**src/rtl/adc_spi_pkg.sv**
```systemverilog
// Shared constants and types for the ADC-side SPI responder.
// Frame geometry, register-file size and the frame FSM states.
package adc_spi_pkg;

  localparam int FRAME_BITS      = 16;
  localparam int DATA_BITS       = 12;
  localparam int LEAD_ZEROS      = 4;
  localparam int ADDR_FIRST_EDGE = 3;
  localparam int ADDR_BITS       = 3;
  localparam int NUM_CHNL        = 8;
  localparam int CNT_W           = $clog2(FRAME_BITS + 1);

  typedef enum logic [1:0] {
    WAIT_HI,
    IDLE,
    SHIFT,
    DONE
  } state_e;

endpackage

```
**src/rtl/spi_pin_sync.sv**
```systemverilog
// 3-FF synchronizer for an asynchronous SPI pin.
// Ports: clk, rst_n, pin_i -> sync_o (level), rise_o, fall_o (1-clk pulses).
module spi_pin_sync (
  input  logic clk,
  input  logic rst_n,
  input  logic pin_i,
  output logic sync_o,
  output logic rise_o,
  output logic fall_o
);

  logic [2:0] sh_q;

  always_ff @(posedge clk or negedge rst_n) begin
    if (!rst_n) begin
      sh_q <= '0;
    end else begin
      sh_q <= {sh_q[1:0], pin_i};
    end
  end

  // sh_q[2] is the previous synced level, used only for edge detection.
  assign sync_o = sh_q[1];
  assign rise_o = sh_q[1] & ~sh_q[2];
  assign fall_o = ~sh_q[1] & sh_q[2];

endmodule

```
**src/rtl/adc_spi_responder.sv**
```systemverilog
// SPI mode-0 responder standing in for the ADC: returns 12-bit samples.
// Ports: clk/rst_n, SCLK/SS_n/MOSI/MISO, wr_* loader, frame_* status.
module adc_spi_responder
  import adc_spi_pkg::*;
(
  input  logic       clk,
  input  logic       rst_n,
  input  logic       SCLK,
  input  logic       SS_n,
  input  logic       MOSI,
  output logic       MISO,
  input  logic       wr_en,
  input  logic [2:0] wr_chnl,
  input  logic [11:0] wr_data,
  output logic       frame_done,
  output logic [2:0] frame_chnl,
  output logic [2:0] next_chnl
);

  logic sclk_lvl_unused;
  logic sclk_rise;
  logic sclk_fall;
  logic ss_lvl;
  logic ss_rise;
  logic ss_fall;

  spi_pin_sync u_sclk_sync (
    .clk    (clk),
    .rst_n  (rst_n),
    .pin_i  (SCLK),
    .sync_o (sclk_lvl_unused),
    .rise_o (sclk_rise),
    .fall_o (sclk_fall)
  );

  spi_pin_sync u_ss_sync (
    .clk    (clk),
    .rst_n  (rst_n),
    .pin_i  (SS_n),
    .sync_o (ss_lvl),
    .rise_o (ss_rise),
    .fall_o (ss_fall)
  );

  // Two stages keep MOSI aligned with the synced SCLK edge.
  logic [1:0] mosi_q;

  always_ff @(posedge clk or negedge rst_n) begin
    if (!rst_n) begin
      mosi_q <= '0;
    end else begin
      mosi_q <= {mosi_q[0], MOSI};
    end
  end

  logic mosi_s;
  assign mosi_s = mosi_q[1];

  logic [DATA_BITS-1:0] rf_q [NUM_CHNL];

  always_ff @(posedge clk or negedge rst_n) begin
    if (!rst_n) begin
      for (int i = 0; i < NUM_CHNL; i++) begin
        rf_q[i] <= '0;
      end
    end else if (wr_en) begin
      rf_q[wr_chnl] <= wr_data;
    end
  end

  state_e                state_q;
  logic [CNT_W-1:0]      bit_cnt_q;
  logic [ADDR_BITS-1:0]  rx_addr_q;
  logic [FRAME_BITS-1:0] tx_shift_q;
  logic                  miso_q;
  logic                  done_q;
  logic [2:0]            frame_chnl_q;
  logic [2:0]            next_chnl_q;

  // Address bits arrive on rises ADDR_FIRST_EDGE.. (count is pre-increment).
  localparam logic [CNT_W-1:0] ADDR_LO = CNT_W'(ADDR_FIRST_EDGE - 1);
  localparam logic [CNT_W-1:0] ADDR_HI =
    CNT_W'(ADDR_FIRST_EDGE + ADDR_BITS - 2);
  localparam logic [CNT_W-1:0] LAST_CNT = CNT_W'(FRAME_BITS - 1);

  logic addr_win;
  assign addr_win = (bit_cnt_q >= ADDR_LO) && (bit_cnt_q <= ADDR_HI);

  always_ff @(posedge clk or negedge rst_n) begin
    if (!rst_n) begin
      state_q      <= WAIT_HI;
      bit_cnt_q    <= '0;
      rx_addr_q    <= '0;
      tx_shift_q   <= '0;
      miso_q       <= 1'b0;
      done_q       <= 1'b0;
      frame_chnl_q <= '0;
      next_chnl_q  <= '0;
    end else begin
      done_q <= 1'b0;
      unique case (state_q)
        WAIT_HI: begin
          miso_q <= 1'b0;
          if (ss_lvl) state_q <= IDLE;
        end
        IDLE: begin
          miso_q <= 1'b0;
          if (ss_fall) begin
            // Snapshot reads the pre-write value on a same-clk write.
            tx_shift_q <= {{LEAD_ZEROS{1'b0}}, rf_q[next_chnl_q]};
            bit_cnt_q  <= '0;
            state_q    <= SHIFT;
          end
        end
        SHIFT: begin
          if (ss_rise) begin
            miso_q  <= 1'b0;
            state_q <= IDLE;
          end else if (sclk_rise) begin
            bit_cnt_q <= bit_cnt_q + 1'b1;
            if (addr_win) begin
              rx_addr_q <= {rx_addr_q[ADDR_BITS-2:0], mosi_s};
            end
            if (bit_cnt_q == LAST_CNT) begin
              frame_chnl_q <= next_chnl_q;
              next_chnl_q  <= rx_addr_q;
              done_q       <= 1'b1;
              miso_q       <= 1'b0;
              state_q      <= DONE;
            end
          end else if (sclk_fall && bit_cnt_q != '0) begin
            // MISO mirrors the new MSB after the shift.
            tx_shift_q <= tx_shift_q << 1;
            miso_q     <= tx_shift_q[FRAME_BITS-2];
          end
        end
        DONE: begin
          miso_q <= 1'b0;
          if (ss_rise) state_q <= IDLE;
        end
        default: state_q <= WAIT_HI;
      endcase
    end
  end

  assign MISO       = miso_q;
  assign frame_done = done_q;
  assign frame_chnl = frame_chnl_q;
  assign next_chnl  = next_chnl_q;

endmodule

```
**config.mk**
```make
export PLATFORM = sky130hd
export DESIGN_NAME = adc_spi_responder
export DESIGN_NICKNAME = d
export VERILOG_FILES = /design/src/rtl/adc_spi_pkg.sv /design/src/rtl/spi_pin_sync.sv /design/src/rtl/adc_spi_responder.sv
export SDC_FILE = /design/constraint.sdc
export NUM_CORES = 1
export LEC_CHECK = 0
export CAP_MARGIN = 20
export CORE_ASPECT_RATIO = 0.9
export CORE_UTILIZATION = 34
export CTS_BUF_LIST = sky130_fd_sc_hd__clkbuf_8
export DETAILED_ROUTE_END_ITERATION = 16
export PLACE_DENSITY_LB_ADDON = 0.25
export SYNTH_ARGS = -nofsm -noshare
export SYNTH_HDL_FRONTEND = slang
export SYNTH_SLANG_ARGS = --single-unit
```
**constraint.sdc**
```tcl
create_clock -name clk -period 3.6 [get_ports clk]
set_input_delay 0.9 -clock clk [delete_from_list [all_inputs] [get_ports clk]]
set_output_delay 0.9 -clock clk [all_outputs]
set_load 0.1 [all_outputs]
```
# Yosys cells after proc, flatten, opt, wreduce, memory -nomap -nowiden
# Index checks and enable logic that the tools add are counted.
op_classes:
  n_lt_le_gt_ge: 5
  bitwise_logic: 11
  n_mux: 31
  addsub: 1
  n_eq_ne: 15
  n_reduce_logical: 13
op_table:
  columns: ["operator", "count"]
  rows:
  - ["$bwmux W96", 1]
  - ["$mux W15", 4]
  - ["$bmux W12 S3", 1]
  - ["$demux W12 S3", 1]
  - ["$mux W12", 3]
  - ["$pmux W15 S2", 1]
  - ["$mux W5", 3]
  - ["$mux W2", 6]
  - ["$ne A2 B2 Y1 const B", 6]
  - ["$reduce_and A4 Y1", 3]
  - ["$pmux W5 S2", 1]
  - ["$reduce_and A5 Y1", 2]
  - ["$ge A4 B4 Y1 const B", 2]
  - ["$mux W1", 8]
  - ["$ne A4 B4 Y1 const B", 2]
  - ["$not A3 Y4", 2]
  - ["$pmux W2 S4", 1]
  - ["$ne A3 B3 Y1 const B", 2]
  - ["$add A5 B1 Y5 const B", 1]
  - ["$eq A5 B4 Y1 const B", 1]
  - ["$ge A5 B2 Y1 const B", 1]
  - ["$le A5 B3 Y1 const B", 1]
  - ["$not A1 Y1", 5]
  - ["$reduce_bool A5 Y1", 1]
  - ["other kinds (11)", 17]
word_totals:
  reg_bits: 137
  word_cells: 95
  out_inout_bits: 8
  in_bits: 21

# Logic depth before layout (Yosys ltp)
logic_depth:
  depth_word: 7
  ltp_mapped: 8
  depth_no_buf: 7

# Cells and area by module
# Synthesis repeated with hierarchy kept, for this count alone.
unflattened:
  cells_unflattened: 434
  area_unflattened_um2: 6238.5
by_module_without_submodules:
  columns: ["module", "instances", "cells_each", "seq_area_each_um2", "area_each_um2"]
  rows:
  - ["adc_spi_responder", 1, 424, 3278.1, 6058.3]
  - ["spi_pin_sync", 2, 5, 75.1, 90.1]

# Worst setup path before layout
# Ideal clock, no wire load.
synth_path:
  path_kind: "register to register"
  startpoint: "register next_chnl_q[1], in the netlist next_chnl[1]"
  endpoint: "register tx_shift_q[0]"
  setup_ns: 0.121
  stages_incl_launch_ff: 6
  arrival_ns: 2.146
  required_time_ns: 3.479
  synth_period_minus_slack_ns: 2.267
  path_buffers: 2
  slack_ns: 1.333
  path_cell_list: "dfrtp_1 > buf_4 > buf_4 > mux4_2 > mux2_2 > a22o_1"
synth_via:
  elab_chain_cells: 6
synth_rtl:
  columns: ["element", "line", "rtl"]
  rows:
  - ["from (decl)", "adc_spi_responder.sv:78", "logic [2:0] next_chnl_q;"]
  - ["from (signal assigned)", "adc_spi_responder.sv:126", "next_chnl_q <= rx_addr_q;"]
  - ["$not A3 Y4 (implied by the code)", "adc_spi_responder.sv:110", "tx_shift_q <= {{LEAD_ZEROS{1'b0}}, rf_q[next_chnl_q]};"]
  - ["$bmux W12 S3", "adc_spi_responder.sv:110", null]
  - ["$mux W12 (implied by the code) (2 in a row)", "adc_spi_responder.sv:110", null]
  - ["$mux W15", "adc_spi_responder.sv:108", "if (ss_fall) begin"]
  - ["$pmux W15 S2", "adc_spi_responder.sv:101", "unique case (state_q)"]
  - ["to (signal assigned)", "adc_spi_responder.sv:110", null]
  - ["to (signal assigned)", "adc_spi_responder.sv:133", "tx_shift_q <= tx_shift_q << 1;"]
  - ["to (decl)", "adc_spi_responder.sv:74", "logic [FRAME_BITS-1:0] tx_shift_q;"]
# No other way between the ends. The select of a mux whose other input is x is not followed.
# A chain may end at the register's enable or synchronous reset.

# Worst setup path in the final report
layout_path:
  startpoint: "register done_q, in the netlist frame_done"
  endpoint: "output frame_done"
layout_rtl:
  columns: ["element", "line", "rtl"]
  rows:
  - ["from (decl)", "adc_spi_responder.sv:76", "logic done_q;"]
  - ["from (signal assigned)", "adc_spi_responder.sv:96", "done_q <= 1'b0;"]
  - ["from (signal assigned)", "adc_spi_responder.sv:100", "done_q <= 1'b0;"]
  - ["from (signal assigned)", "adc_spi_responder.sv:127", "done_q <= 1'b1;"]
  - ["to (decl)", "adc_spi_responder.sv:15", "output logic frame_done,"]
# No word-level cell between the ends.

==> results_dict.tcl <==
set metrics [dict create \
    path_cells "clkdlybuf4s50_1" \
    fillers 1699 \
    wl_per_cell_um 18.3 \
    critPathSlowestCell "clkdlybuf4s50_1" \
    cts_hold_buf 0 \
    final_cells 714 \
    cts_num_sinks 137 \
    critPathMaxStageDelay_ns 1.12 \
    layout-drive-gt1-share_pct 38.4 \
    hold_path_class "flip-flop to flip-flop" \
    path_buf_inv 1 \
    gp_congestion 0.761 \
    cp.required_ns 2.70 \
    tightest_slew_ns 0.957 \
    area_growth_pct 15.3 \
    grt_use_total_pct 15.8 \
    setup_tns_ns 0 \
    synthArstFlopShare_pct 100 \
    cts_root_buf "clkbuf_8" \
    grt_pass1_wl_um 21800 \
    setup_violations 0 \
    ys.flop_type "dfrtp_1" \
    yosysUniqueCellTypes 47 \
    worstSetupPathType "flip-flop to output port" \
    drt_first_pass_iters 4 \
    place_area_mm2 0.00676 \
    drv_slew 0 \
    ys_ff_latch 137 \
    antenna_cells 0 \
    min_period_ns 2.78 \
    core_mm2 0.0177 \
    port_buffers 28 \
    cp_max_fo 1 \
    antenna_found_initial 0 \
    wirelength_um 13000 \
    dp.cells 683 \
    max-cap-violations 0 \
    die-area_mm2 0.0188 \
    htreeDepth 4 \
    ios 29 \
    cts_buffer_depth 2 \
    endpoint_kind "output port" \
    cp.arrival_ns 1.88 \
    p_per_area_mw_per_mm2 571 \
    p_leak_nw 3.05 \
    row_count 46 \
    seq_area_mm2 0.00343 \
    first_global_vias 3990 \
    multi_input_area_mm2 0.00258 \
    postRouteAntennaNets 0 \
    synthTopCellsByCount "dfrtp_1, mux2_2, nor2_1" \
    netlist_instances 424 \
    route.detailed.drc 0 \
    clkSlewWorstSetupHoldPaths_ns 0.07 \
    path_delay_family "buffers and inverters" \
    synth_edf_count 0 \
    yosys.area.top_type "dfrtp_1" \
    ys_top_cells_by_area "dfrtp_1, mux2_2, mux4_2" \
    die_y_um 130 \
    fp.dieW_um 144 \
    hpwl_um 8210 \
    numCtsBuffers 17 \
    fin_crit_sh_pct 77.2 \
    vias 3650 \
    synth.top_cell.area_share_pct 55.3 \
    overflow 0 \
    rsz0062_at_grt "false" \
    synth_most_common_cell "dfrtp_1" \
    skew_ns 0.00903 \
    grt_max_degree 63 \
    start_util_pct 35.0 \
    critPathLaunchType "flip-flop" \
    final_area_mm2 0.00716 \
    yosys_warnings 0 \
    cts_resized 0 \
    finalPower_w 0.00408 \
    final_nets 492 \
    clkLatencyLatePin_ns 0.45 \
    ys_seq_area_share_pct 55.3 \
    fmax_mhz 360 \
    drtIter0Drc 154 \
    avgSynthCellArea_um2 14.6 \
    post-cts-setup-buffers 0 \
    via_per_inst 5.11 \
    final_hold_viol_count 0 \
    status "finished, final reports clean" \
    syn_nets 454 \
    peakVddDrop_mv 0.283 \
    synth_area_mm2 0.00620 \
    cts_tree "done" \
    relSlewSlack_pct 36.0 \
]
## power breakdown
| group | internal (W) | switching [W] |
|---|---|---|
| registers | 0.00186 | 0.000173 |
| clock network | 0.000695 | 0.000577 |
| logic | 0.000425 | 0.000356 |
## layer usage
metal  GRT usage, %  part of all wire (%)
met4           5.08                   1.3
met2           26.5                    50
met5              0                     0
met3           4.44                   3.3
met1           19.7                    46
## per-stage QoR
stage / hold slack (ns) / setup slack (ns) / utilization, %
after floorplan: 0.331 / 1.33 / -
after global placement: 0.341 / 1.05 / 38.1
after detailed placement: 0.340 / 1.01 / 38.1
after CTS: 0.358 / 0.784 / 40.4
after global routing: 0.362 / 0.711 / 40.4
final: 0.353 / 0.820 / 40.4
## state kept, by name, summed over array words and instances, names as in the netlist
name              flops
rx_addr_q             3
tx_shift_q           15
state_q               2
u_sclk_sync.sh_q      3
frame_chnl            3
frame_done            1
next_chnl             3
u_ss_sync.sh_q        3
mosi_q                2
bit_cnt_q             5
rf_q                 96
MISO                  1
## final timing paths
| kind | from | endpoint | slack [ns] | cells past startpoint |
|---|---|---|---|---|
| max reg2reg | state_q[0] | tx_shift_q[5] | 1.12 | 7 |
| max in group asynchronous | rst_n | tx_shift_q[11] | 2.41 | 2 |
| min | mosi_q[0] | mosi_q[1] | 0.35 | 0 |
| min in group asynchronous | rst_n | next_chnl[2] | 0.43 | 1 |
| min reg2reg | mosi_q[0] | mosi_q[1] | 0.35 | 0 |
| max | frame_done | frame_done | 0.82 | 1 |
## area by class of cell
class	count	area share [%]
Multi-Input combinational cell	246	36.1
Tap cell	240	4.20
Sequential cell	137	47.9
Inverter	19	0.997
Clock buffer	22	4.23
Clock inverter	9	1.35
Timing Repair Buffer	41	5.23
## layout by cell type (no fill, tap or decap), drive strengths merged, types with 9 or more instances in the layout
cell / instances
mux2: 106
inv: 20
mux4: 24
nor2: 25
clkbuf: 22
o32ai: 10
buf: 21
clkdlybuf4s50: 20
a31oi: 11
dfrtp: 137
ha: 9
## cells by family (layout without fill, tap and decap cells)
logic type	Yosys count	in the layout	synth area share, %
muxes	134	134	28.6
buffers and inverters	41	91	3.27
adders and majority gates	9	9	1.81
AOI/OAI and AO/OA	46	46	5.97
DFF	137	137	55.3
and+or+nand+nor	56	56	4.96
xor gates and xnor gates	1	1	0.141
Note: power is estimated with default switching activity, not from simulation.
